[src/rtl/coin_payer_pkg.sv]
// Shared types for the coin_payer customer-side vending driver: FSM state,
// response codes, coin selection and the wallet-value helper.
package coin_payer_pkg;

  localparam int OWED_W   = 5;
  localparam int WALLET_W = 3;

  typedef enum logic [5:0] {
    ST_IDLE      = 6'b000001,
    ST_CHECK     = 6'b000010,
    ST_INSERT    = 6'b000100,
    ST_GAP       = 6'b001000,
    ST_WAIT_COLA = 6'b010000,
    ST_DONE      = 6'b100000
  } state_t;

  typedef enum logic [1:0] {
    ERR_OK      = 2'b00,
    ERR_FUNDS   = 2'b01,
    ERR_TIMEOUT = 2'b10,
    ERR_CHANGE  = 2'b11
  } resp_err_t;

  typedef enum logic [1:0] {
    COIN_NONE = 2'd0,
    COIN_HALF = 2'd1,
    COIN_ONE  = 2'd2
  } coin_t;

  // Wallet worth in half-yuan units (max 2*7 + 7 = 21).
  function automatic logic [5:0] wallet_value(input logic [WALLET_W-1:0] one,
                                              input logic [WALLET_W-1:0] half);
    return {2'b00, one, 1'b0} + {3'b000, half};
  endfunction

endpackage

[src/rtl/coin_payer_sel.sv]
// Coin choice for the next insertion: whole yuan while at least one yuan is
// owed, then halves, falling back to a whole yuan (overpay) when halves run out.
module coin_payer_sel
  import coin_payer_pkg::*;
(
  input  logic signed [OWED_W-1:0]   owed,
  input  logic        [WALLET_W-1:0] one_left,
  input  logic        [WALLET_W-1:0] half_left,
  output coin_t                      coin,
  output logic signed [OWED_W-1:0]   owed_next
);

  always_comb begin
    coin      = COIN_NONE;
    owed_next = owed;
    if (owed >= 5'sd2 && one_left != '0) begin
      coin      = COIN_ONE;
      owed_next = owed - 5'sd2;
    end else if (half_left != '0) begin
      coin      = COIN_HALF;
      owed_next = owed - 5'sd1;
    end else if (one_left != '0) begin
      coin      = COIN_ONE;
      owed_next = owed - 5'sd2;
    end
  end

endmodule

[src/rtl/coin_payer.sv]
// Customer-side initiator for the cola vending FSM: pays PRICE_HALF from a
// latched wallet, then waits for the cola. Optional counters: COIN_PAYER_STAT_EN.
module coin_payer
  import coin_payer_pkg::*;
#(
  parameter int PRICE_HALF  = 5,
  parameter int GAP_CYC     = 2,
  parameter int TIMEOUT_CYC = 8
) (
  input  logic                sys_clk,
  input  logic                sys_rst_n,
  input  logic                req_valid,
  output logic                req_ready,
  input  logic [WALLET_W-1:0] req_one_num,
  input  logic [WALLET_W-1:0] req_half_num,
  input  logic                po_cola,
  input  logic                po_money,
  output logic                pi_money_one,
  output logic                pi_money_half,
  output logic                resp_valid,
  output logic [1:0]          resp_err,
  output logic [WALLET_W-1:0] resp_used_one,
  output logic [WALLET_W-1:0] resp_used_half
`ifdef COIN_PAYER_STAT_EN
  ,
  output logic [15:0]         stat_cola,
  output logic [15:0]         stat_change
`endif
);

  localparam logic signed [OWED_W-1:0] PRICE_OWED   = OWED_W'(PRICE_HALF);
  localparam logic        [5:0]        PRICE_VAL    = 6'(PRICE_HALF);
  localparam logic        [3:0]        GAP_LAST     = 4'(GAP_CYC);
  localparam logic        [7:0]        TIMEOUT_LAST = 8'(TIMEOUT_CYC);

  state_t                     state_q, state_d;
  logic signed [OWED_W-1:0]   owed_q;
  logic        [WALLET_W-1:0] one_left_q, half_left_q;
  logic        [WALLET_W-1:0] used_one_q, used_half_q;
  resp_err_t                  err_q;
  logic                       chg_exp_q;
  logic        [3:0]          gap_cnt_q;
  logic        [7:0]          wait_cnt_q;

  coin_t                      coin_sel;
  logic signed [OWED_W-1:0]   owed_sel;
  logic                       funds_short;

  coin_payer_sel u_sel (
    .owed      (owed_q),
    .one_left  (one_left_q),
    .half_left (half_left_q),
    .coin      (coin_sel),
    .owed_next (owed_sel)
  );

  assign funds_short = wallet_value(one_left_q, half_left_q) < PRICE_VAL;

  always_ff @(posedge sys_clk or negedge sys_rst_n) begin
    if (!sys_rst_n) state_q <= ST_IDLE;
    else            state_q <= state_d;
  end

  always_comb begin
    state_d = state_q;
    case (state_q)
      ST_IDLE:      if (req_valid) state_d = ST_CHECK;
      ST_CHECK:     state_d = funds_short ? ST_DONE : ST_INSERT;
      ST_INSERT:    state_d = (owed_sel <= 5'sd0) ? ST_WAIT_COLA : ST_GAP;
      ST_GAP:       if (gap_cnt_q >= GAP_LAST) state_d = ST_INSERT;
      ST_WAIT_COLA: if (po_cola || wait_cnt_q >= TIMEOUT_LAST) state_d = ST_DONE;
      ST_DONE:      state_d = ST_IDLE;
      default:      state_d = ST_IDLE;
    endcase
  end

  // Wallet, owed amount, counters and the held response
  always_ff @(posedge sys_clk or negedge sys_rst_n) begin
    if (!sys_rst_n) begin
      owed_q      <= '0;
      one_left_q  <= '0;
      half_left_q <= '0;
      used_one_q  <= '0;
      used_half_q <= '0;
      err_q       <= ERR_OK;
      chg_exp_q   <= 1'b0;
      gap_cnt_q   <= '0;
      wait_cnt_q  <= '0;
    end else begin
      case (state_q)
        ST_IDLE: if (req_valid) begin
          one_left_q  <= req_one_num;
          half_left_q <= req_half_num;
          owed_q      <= PRICE_OWED;
          used_one_q  <= '0;
          used_half_q <= '0;
          err_q       <= ERR_OK;
        end
        ST_CHECK: if (funds_short) err_q <= ERR_FUNDS;
        ST_INSERT: begin
          owed_q     <= owed_sel;
          chg_exp_q  <= (owed_sel < 5'sd0);
          gap_cnt_q  <= 4'd1;
          wait_cnt_q <= 8'd1;
          if (coin_sel == COIN_ONE) begin
            one_left_q <= one_left_q - 3'd1;
            used_one_q <= used_one_q + 3'd1;
          end else if (coin_sel == COIN_HALF) begin
            half_left_q <= half_left_q - 3'd1;
            used_half_q <= used_half_q + 3'd1;
          end
        end
        ST_GAP: gap_cnt_q <= gap_cnt_q + 4'd1;
        ST_WAIT_COLA: begin
          wait_cnt_q <= wait_cnt_q + 8'd1;
          if (po_cola)
            err_q <= (po_money != chg_exp_q) ? ERR_CHANGE : ERR_OK;
          else if (wait_cnt_q >= TIMEOUT_LAST)
            err_q <= ERR_TIMEOUT;
        end
        default: ;
      endcase
    end
  end

  always_comb begin
    req_ready     = 1'b0;
    pi_money_one  = 1'b0;
    pi_money_half = 1'b0;
    resp_valid    = 1'b0;
    case (state_q)
      ST_IDLE:   req_ready = 1'b1;
      ST_INSERT: begin
        pi_money_one  = (coin_sel == COIN_ONE);
        pi_money_half = (coin_sel == COIN_HALF);
      end
      ST_DONE:   resp_valid = 1'b1;
      default: ;
    endcase
  end

  assign resp_err       = err_q;
  assign resp_used_one  = used_one_q;
  assign resp_used_half = used_half_q;

`ifdef COIN_PAYER_STAT_EN
  function automatic logic [15:0] sat_inc16(input logic [15:0] v);
    return (v == 16'hFFFF) ? v : v + 16'd1;
  endfunction

  logic        money_seen_q;
  logic [15:0] stat_cola_q, stat_change_q;

  always_ff @(posedge sys_clk or negedge sys_rst_n) begin
    if (!sys_rst_n) begin
      money_seen_q  <= 1'b0;
      stat_cola_q   <= '0;
      stat_change_q <= '0;
    end else begin
      if (state_q == ST_IDLE && req_valid)
        money_seen_q <= 1'b0;
      else if (state_q == ST_WAIT_COLA && po_cola)
        money_seen_q <= po_money;
      if (state_q == ST_DONE && err_q == ERR_OK) begin
        stat_cola_q <= sat_inc16(stat_cola_q);
        if (money_seen_q) stat_change_q <= sat_inc16(stat_change_q);
      end
    end
  end

  assign stat_cola   = stat_cola_q;
  assign stat_change = stat_change_q;
`endif

endmodule

[config.mk]
export PLATFORM = sky130hd
export DESIGN_NAME = coin_payer
export DESIGN_NICKNAME = d
export VERILOG_FILES = /design/src/rtl/coin_payer_pkg.sv /design/src/rtl/coin_payer_sel.sv /design/src/rtl/coin_payer.sv
export SDC_FILE = /design/constraint.sdc
export NUM_CORES = 1
export LEC_CHECK = 0
export ABC_AREA = 0
export CORE_MARGIN = 2
export CORE_UTILIZATION = 40
export CTS_BUF_LIST = sky130_fd_sc_hd__clkbuf_4 sky130_fd_sc_hd__clkbuf_8
export CTS_CLUSTER_DIAMETER = 30
export DETAILED_ROUTE_END_ITERATION = 6
export SLEW_MARGIN = 20
export SYNTH_ARGS = -nofsm -noshare
export SYNTH_HDL_FRONTEND = slang
export SYNTH_SLANG_ARGS = --single-unit
[constraint.sdc]
create_clock -name sys_clk -period 3.2 [get_ports sys_clk]
set_clock_uncertainty 0.05 [all_clocks]
set_input_delay 0.96 -clock sys_clk [delete_from_list [all_inputs] [get_ports sys_clk]]
set_output_delay 0.96 -clock sys_clk [all_outputs]
set_load 0.005 [all_outputs]
==> Flow_metrics.wiki, run 1 <==
{| class="wikitable"
! Metric !! Value
|-
| Status || finished, final reports clean
|-
| Count of input and output buffers || 22
|-
| EDFF count, synth || 0
|-
| Pint || 1.23 mW
|-
| Effective utilization at floorplan || 41.4%
|-
| Number of distinct library cells after synthesis || 50
|-
| FFs w/ async S/R, synth || 100%
|-
| Sw frac || between 30% and 40%
|-
| Final hold slack || roughly 0.44 ns
|-
| Total area of multi-input combinational cells || 1270 um^2
|-
| Sequential-to-total area share from yosys stat || a little over two fifths
|-
| Most common library cell in the layout ignoring fill and taps || dfrtp_1
|-
| PwrDens || between 700 and 800 nW/um^2
|-
| Global placer's final weighted congestion || 0.871
|-
| Number of fill cells || around 530
|-
| Post-route DRC violation count || 0
|-
| Number of buffers created by CTS || 5
|-
| Detailed Place HPWL || about 3500 um
|-
| Arrival time reported for the critical path endpoint || roughly 2.0 ns
|-
| Detailed Routing Iterations Pass 1 || 4
|-
| Most frequently used flop master after synthesis || dfrtp_1
|-
| Routed vias || 1887
|-
| Ratio of routed vias to standard cells || 5.42
|-
| Wire length of the first global-routing pass || between 8000 and 9000 um
|-
| R2R setup slack || 0.70 ns
|-
| Start-to-end type of the worst setup path || reg -> out
|-
| Starting DRC count in detailed routing || 91
|-
| Remaining global-route overflow || 0
|-
| Clock Root Buffer || clkbuf_8
|-
| Final core utilization || between 50% and 60%
|-
| FP Rows || 27
|-
| Switching pwr || ~0.73 mW
|-
| Transition at the pin with the smallest max-transition slack || about 0.87 ns
|-
| Critical path capture point type || output port
|-
| Max Freq || 332 MHz
|-
| Number of antenna violations at the first check in global routing || 0
|-
| TritonCTS clock tree || yes
|-
| Pins over their slew limit || 0
|-
| Clock share of power || a little over a fifth
|-
| Number of levels the H-tree was split into || 2
|-
| Die width || 79.2 um
|-
| Post-place instance area || 2610 um^2
|-
| Maximum cell stage delay along the critical path || 0.53 ns
|-
| Combinational Power Share || 43.1%
|-
| Unrepaired setup endpoints after global routing || no
|-
| Global-route met2 utilization || 27.3%
|-
| Maximum ir drop on the vdd rail || roughly 260 uV
|-
| Count of inserted antenna diode cells || 0
|-
| LEAKAGE || ~1.3 nW
|-
| Fraction of final layout cells with drive strength greater than 1 || between 10 and 15%
|-
| Maximum clock path buffer count || 2
|-
| Startpoint kind of the worst setup timing path || flop
|-
| Global router's overall resource usage || between 10% and 20%
|-
| Core Box Area || roughly 5500 um^2
|-
| Final-report setup violation count || 0
|-
| Fin. Hold Viols || 0
|-
| Post-synth net total || about 270
|-
| Highest-utilization routing layer at the global route stage || met2
|-
| TritonCTS sink count || 38
|-
| Slew HR || 42.2%
|-
| Clock period minus final worst setup slack || roughly 3 ns
|-
| Sequential share of power || 35.6%
|-
| Total wire length after detailed routing || 4950 um
|-
| Cells traversed along the worst timing path || nor4_1, nand3b_1, inv_1, clkdlybuf4s50_1
|-
| Synth Register Bits || 38
|-
| Die Outline Area || approximately 6300 um^2
|-
| Critical path peak fanout || 6
|-
| Setup_tns || 0 ns
|-
| Most frequent cells in the layout || dfrtp_1 (36), nand2_1 (22), o21ai_0 (21), nor2_1 (20), clkdlybuf4s50_1 (19)
|-
| Clock insertion delay at the later pin of the skew report || 0.29 ns
|-
| GRT met1 Usage || between 20% and 30%
|-
| Count of mapped cells out of synthesis || 237
|-
| Number of nets with antenna violations after detailed routing || 0
|-
| GR met3 Demand/Resource || approximately 4.1%
|-
| Worst min-delay path class || reg -> reg
|-
| Net total in the final layout || 303
|-
| Sequential cell area || between 900 and 1000 um^2
|-
| Worst-case setup margin in the final layout || 0.186 ns
|-
| Final period util || a little over nine tenths
|-
| Number of global-route vias before repair || 1816
|-
| Average cell area after synthesis || 9.56 um^2
|-
| Final cell area excluding filler cells || around 2800 um^2
|-
| Slowest stage cell, crit path || clkdlybuf4s50_1
|-
| Setup Slack @ Placement || ~0.21 ns
|-
| Clock slew at reported path FFs || roughly 0.07 ns
|-
| Count of pins on the block boundary || 23
|-
| Detail-routed net length per standard cell || about 14 um
|-
| Critical Path RT || 2.19 ns
|-
| Mapped Area || between 2000 and 2500 um^2
|-
| YS warnings || 0
|-
| Max-cap violation count || 0
|-
| Maximum number of pins on one net before global-route repair || 39
|-
| P&R area growth vs syn || 23.3%
|-
| DIE HEIGHT || 79.2 um
|}
## path summary, 6_finish.rpt
kind / from / end / cells past startpoint
min reg2reg: gap_cnt_q[3] / gap_cnt_q[3] / 1
max: state_q[3] / req_ready / 4
min: gap_cnt_q[3] / gap_cnt_q[3] / 1
max in group asynchronous: sys_rst_n / state_q[5] / 1
max reg2reg: state_q[3] / resp_err[1] / 6
min in group asynchronous: sys_rst_n / resp_err[0] / 1
## state kept, by name, indices dropped and copies added, names as in the netlist, 2 cells and up
name            count
half_left_q         3
owed_q              5
one_left_q          3
resp_used_half      3
state_q             6
wait_cnt_q          8
resp_used_one       3
resp_err            2
gap_cnt_q           4
## synth_stat cells, types with 2 or more instances
cell type,instances,area (um^2)
dfrtp_1,37,926
nand2_1,22,82.6
o21ai_0,21,105
nor2_1,20,75.1
a21oi_1,16,80.1
ha_1,16,200
inv_1,12,45.0
nand3_1,7,35.0
mux2_2,5,56.3
nor3b_1,5,37.5
a211oi_1,4,30.0
and3_1,4,25.0
nand2b_1,4,25.0
nand3b_1,4,30.0
nor2b_1,4,25.0
o21ai_1,4,20.0
mux2i_1,3,30.0
nor3_1,3,15.0
nor4_1,3,18.8
a211o_1,2,17.5
a21o_1,2,15.0
a22o_1,2,17.5
a31oi_1,2,12.5
buf_2,2,10.0
clkbuf_1,2,7.51
nand4_1,2,12.5
o221ai_1,2,17.5
o31ai_1,2,15.0
or4_1,2,15.0
xnor2_1,2,17.5
xor2_1,2,17.5
## cells by family (layout without fill, tap and decap cells)
logic type | count (synthesis) | count (layout) | share of synthesized area (%)
xor+xnor | 4 | 4 | 1.55
flops | 38 | 38 | 42.0
simple gates | 86 | 86 | 20.4
mux | 9 | 9 | 4.47
fa+ha+maj | 17 | 17 | 9.72
buf+inv | 17 | 56 | 2.93
compound gates | 66 | 66 | 18.8
## layout make-up
type	instances	share of cell area (%)
multi-input cells	182	45.4
flip-flops and latches	38	34.2
repair buffers	35	11.4
well taps	72	3.23
clock buffers	7	3.00
inverters	13	1.75
clock inverters	1	1.08
## power groups by stage
stage	logic, mW	registers, mW	clock network, mW
2_1_floorplan	0.579	0.671	0
3_3_place_gp	0.795	0.697	0
3_5_place_dp	0.803	0.700	0
4_1_cts	0.819	0.692	0.427
5_1_grt	0.954	0.713	0.447
6_report	0.844	0.697	0.415
## through the flow
step / std cells / total power [mW]
2_1_floorplan: 237 / 1.25
3_3_place_gp: 334 / 1.49
3_5_place_dp: 334 / 1.50
4_1_cts: 343 / 1.94
5_1_grt: 348 / 2.11
6_report: 348 / 1.96
## critical path: cells and delay by family, from the launching register on
kind / cells / cell delay, ns
and+or+nand+nor: 2 / 0.60
DFF: 1 / 0.43
buffers and inverters: 2 / 0.70
## layer usage
layer  part of all wire [%]  vias up
met5                      0        -
met4                   0.83        0
met3                    3.2        4
met2                     46       30
met1                     50      897
li1                       -      956
## repair_timing
item,4_1_cts,5_1_grt
endpoints found under the setup margin,1,2
gates resized for setup,2,7
buffers inserted,1,5
pin swaps,0,4
hold buffers,0,0
hold endpoints to repair,0,0
(Power assumes the default switching activity.)
==> run 2: changes to the inputs <==
ABC_AREA = unset   (was 0)
CORE_UTILIZATION = 45   (was 40)
PLACE_DENSITY = 0.73   (was unset)
==> Flow_metrics.wiki, run 2 (synthesized netlist as in run 1, its figures left out) <==
{| class="wikitable"
! Metric !! Value
|-
| Critical Path RT || between 2 and 2.5 ns
|-
| Startpoint kind of the worst setup timing path || flop
|-
| Clock share of power || roughly a fifth
|-
| Die Outline Area || 5620 um^2
|-
| Largest register by flop count || wait_cnt_q
|-
| Number of fill cells || roughly 420
|-
| Critical path peak fanout || 6
|-
| Clock slew at reported path FFs || 0.08 ns
|-
| Maximum clock path buffer count || 2
|-
| Final-report setup violation count || 0
|-
| Total area of multi-input combinational cells || 1270 um^2
|-
| Clock period minus final worst setup slack || 3.02 ns
|-
| Max-cap violation count || 0
|-
| Most frequent cells in the layout || dfrtp_1 (35), nand2_1 (22), o21ai_0 (21), nor2_1 (20), clkdlybuf4s50_1 (19)
|-
| Switching pwr || approximately 0.75 mW
|-
| Number of flip-flops in the largest register || 8
|-
| Detail-routed net length per standard cell || between 10 and 15 um
|-
| TritonCTS sink count || 38
|-
| Max Freq || ~330 MHz
|-
| Count of inserted antenna diode cells || 0
|-
| Pint || roughly 1.2 mW
|-
| Critical path capture point type || output port
|-
| Sw frac || between 30% and 40%
|-
| Ratio of routed vias to standard cells || approximately 5.5
|-
| Effective utilization at floorplan || between 40% and 50%
|-
| Starting DRC count in detailed routing || a little under 90
|-
| Global router's overall resource usage || roughly a fifth
|-
| Unrepaired setup endpoints after global routing || no
|-
| Post-route insts no fill || ~340
|-
| Source of the worst hold timing path || wait_cnt_q[2]
|-
| Post-route DRC violation count || 0
|-
| Net total in the final layout || 304
|-
| Wire length of the first global-routing pass || 8430 um
|-
| Slew HR || between 40% and 50%
|-
| Maximum ir drop on the vdd rail || 373 uV
|-
| Transition at the pin with the smallest max-transition slack || 0.842 ns
|-
| Clock insertion delay at the later pin of the skew report || between 0.2 and 0.3 ns
|-
| Sequential share of power || a little over a third
|-
| Detailed Routing Iterations Pass 1 || 5
|-
| Core Box Area || ~4800 um^2
|-
| Start-to-end type of the worst setup path || reg -> out
|-
| Worst min-delay path class || reg -> reg
|-
| Remaining global-route overflow || 0
|-
| Count of input and output buffers || 22
|-
| Number of placed instances with taps included || approximately 330
|-
| Fin. Hold Viols || 0
|-
| Global placer's final weighted congestion || ~0.89
|-
| Detailed Place HPWL || approximately 3500 um
|-
| Die width || 74.9 um
|-
| FP Rows || 25
|-
| Number of nets with antenna violations after detailed routing || 0
|-
| Number of levels the H-tree was split into || 2
|-
| DIE HEIGHT || between 70 and 80 um
|-
| Final core utilization || 58.4%
|-
| Most common library cell in the layout ignoring fill and taps || dfrtp_1
|-
| TritonCTS clock tree || yes
|-
| LEAKAGE || approximately 1.3 nW
|-
| Arrival time reported for the critical path endpoint || 2.01 ns
|-
| Post-CTS Hold Fix Bufs || 0
|-
| Count of pins on the block boundary || 23
|-
| Clock Root Buffer || clkbuf_8
|-
| PwrDens || between 700 and 800 nW/um^2
|-
| Pins over their slew limit || 0
|-
| Number of global-route vias before repair || about 1800
|-
| Total wire length after detailed routing || between 5000 and 6000 um
|-
| Status || finished, final reports clean
|-
| Source of the critical timing path || state_q[3]
|-
| Final period util || a little over nine tenths
|-
| Sequential cell area || approximately 950 um^2
|-
| Startpoint of the worst register-to-register path || state_q[3]
|-
| Routed vias || 1900
|-
| Largest registers || wait_cnt_q: 8 flops, state_q: 6 flops, owed_q: 5 flops
|-
| P&R area growth vs syn || 23.4%
|-
| Combinational Power Share || a little over two fifths
|-
| Fraction of final layout cells with drive strength greater than 1 || roughly 15%
|-
| Maximum number of pins on one net before global-route repair || 39
|-
| Setup_tns || 0 ns
|-
| Number of buffers created by CTS || 5
|-
| Number of antenna violations at the first check in global routing || 0
|}
[run 2: changes by cell type in the layout (fill, tap and decap cells not counted)]
cell	delta
buf_4	+1
dfrtp_1	-1
dfrtp_2	+1
inv_1	+1
inv_2	-1
[run 2: layer usage]
layer,up-vias,track usage (%),part of all wire [%]
met5,-,0,0
met4,0,6.94,1.8
met3,11,4.42,4.4
met2,55,31.7,47
met1,892,26.2,47
li1,942,-,-
[run 2: final cells by class]
type	count	area share, %
clock buffer	7	3.00
clock inverter	1	1.07
inverter	13	1.75
multi-input combinational	182	45.4
sequential	38	34.2
tap	67	3.00
timing repair buffer	36	11.6
[run 2: what timing repair did]
item	4_1_cts	5_1_grt
pin swaps	0	5
resized for setup	2	7
setup endpoints to repair	2	2
setup buffers	3	4
endpoints found under the hold margin	0	0
[run 2: worst paths after layout]
kind,to,slack (ns),depth (start not counted)
setup / recovery,resp_valid,0.18,3
hold / removal,wait_cnt_q[2],0.44,1
setup reg to reg,resp_err[1],0.68,6
hold reg to reg,wait_cnt_q[2],0.44,1
max in group asynchronous,state_q[1],1.79,1
min in group asynchronous,wait_cnt_q[5],0.71,1
[run 2: power groups by stage]
stage          Sequential, mW  Combinational [mW]  Clock [mW]
5_1_grt                 0.712               0.961       0.452
4_1_cts                 0.688               0.826       0.430
3_5_place_dp            0.700               0.799           0
2_1_floorplan           0.671               0.579           0
6_report                0.698               0.866       0.422
3_3_place_gp            0.691               0.793           0
[run 2: critical path, cell delays in order, from the launching register on]
cell and delay [ns]:
dfrtp_1 0.44, or4_4 0.56, nor3b_1 0.19, clkdlybuf4s50_1 0.53
[run 2: stage by stage]
| stage | power [mW] | setup slack (ns) | cell area, um^2 | hold WS (ns) |
|---|---|---|---|---|
| after floorplan | 1.25 | 0.688 | 2260 | 0.394 |
| after global placement | 1.48 | 0.320 | 2600 | 0.423 |
| after detailed placement | 1.50 | 0.287 | 2600 | 0.430 |
| after CTS | 1.94 | 0.0202 | 2750 | 0.442 |
| after global routing | 2.13 | 0.103 | 2790 | 0.457 |
| final | 1.99 | 0.180 | 2790 | 0.444 |
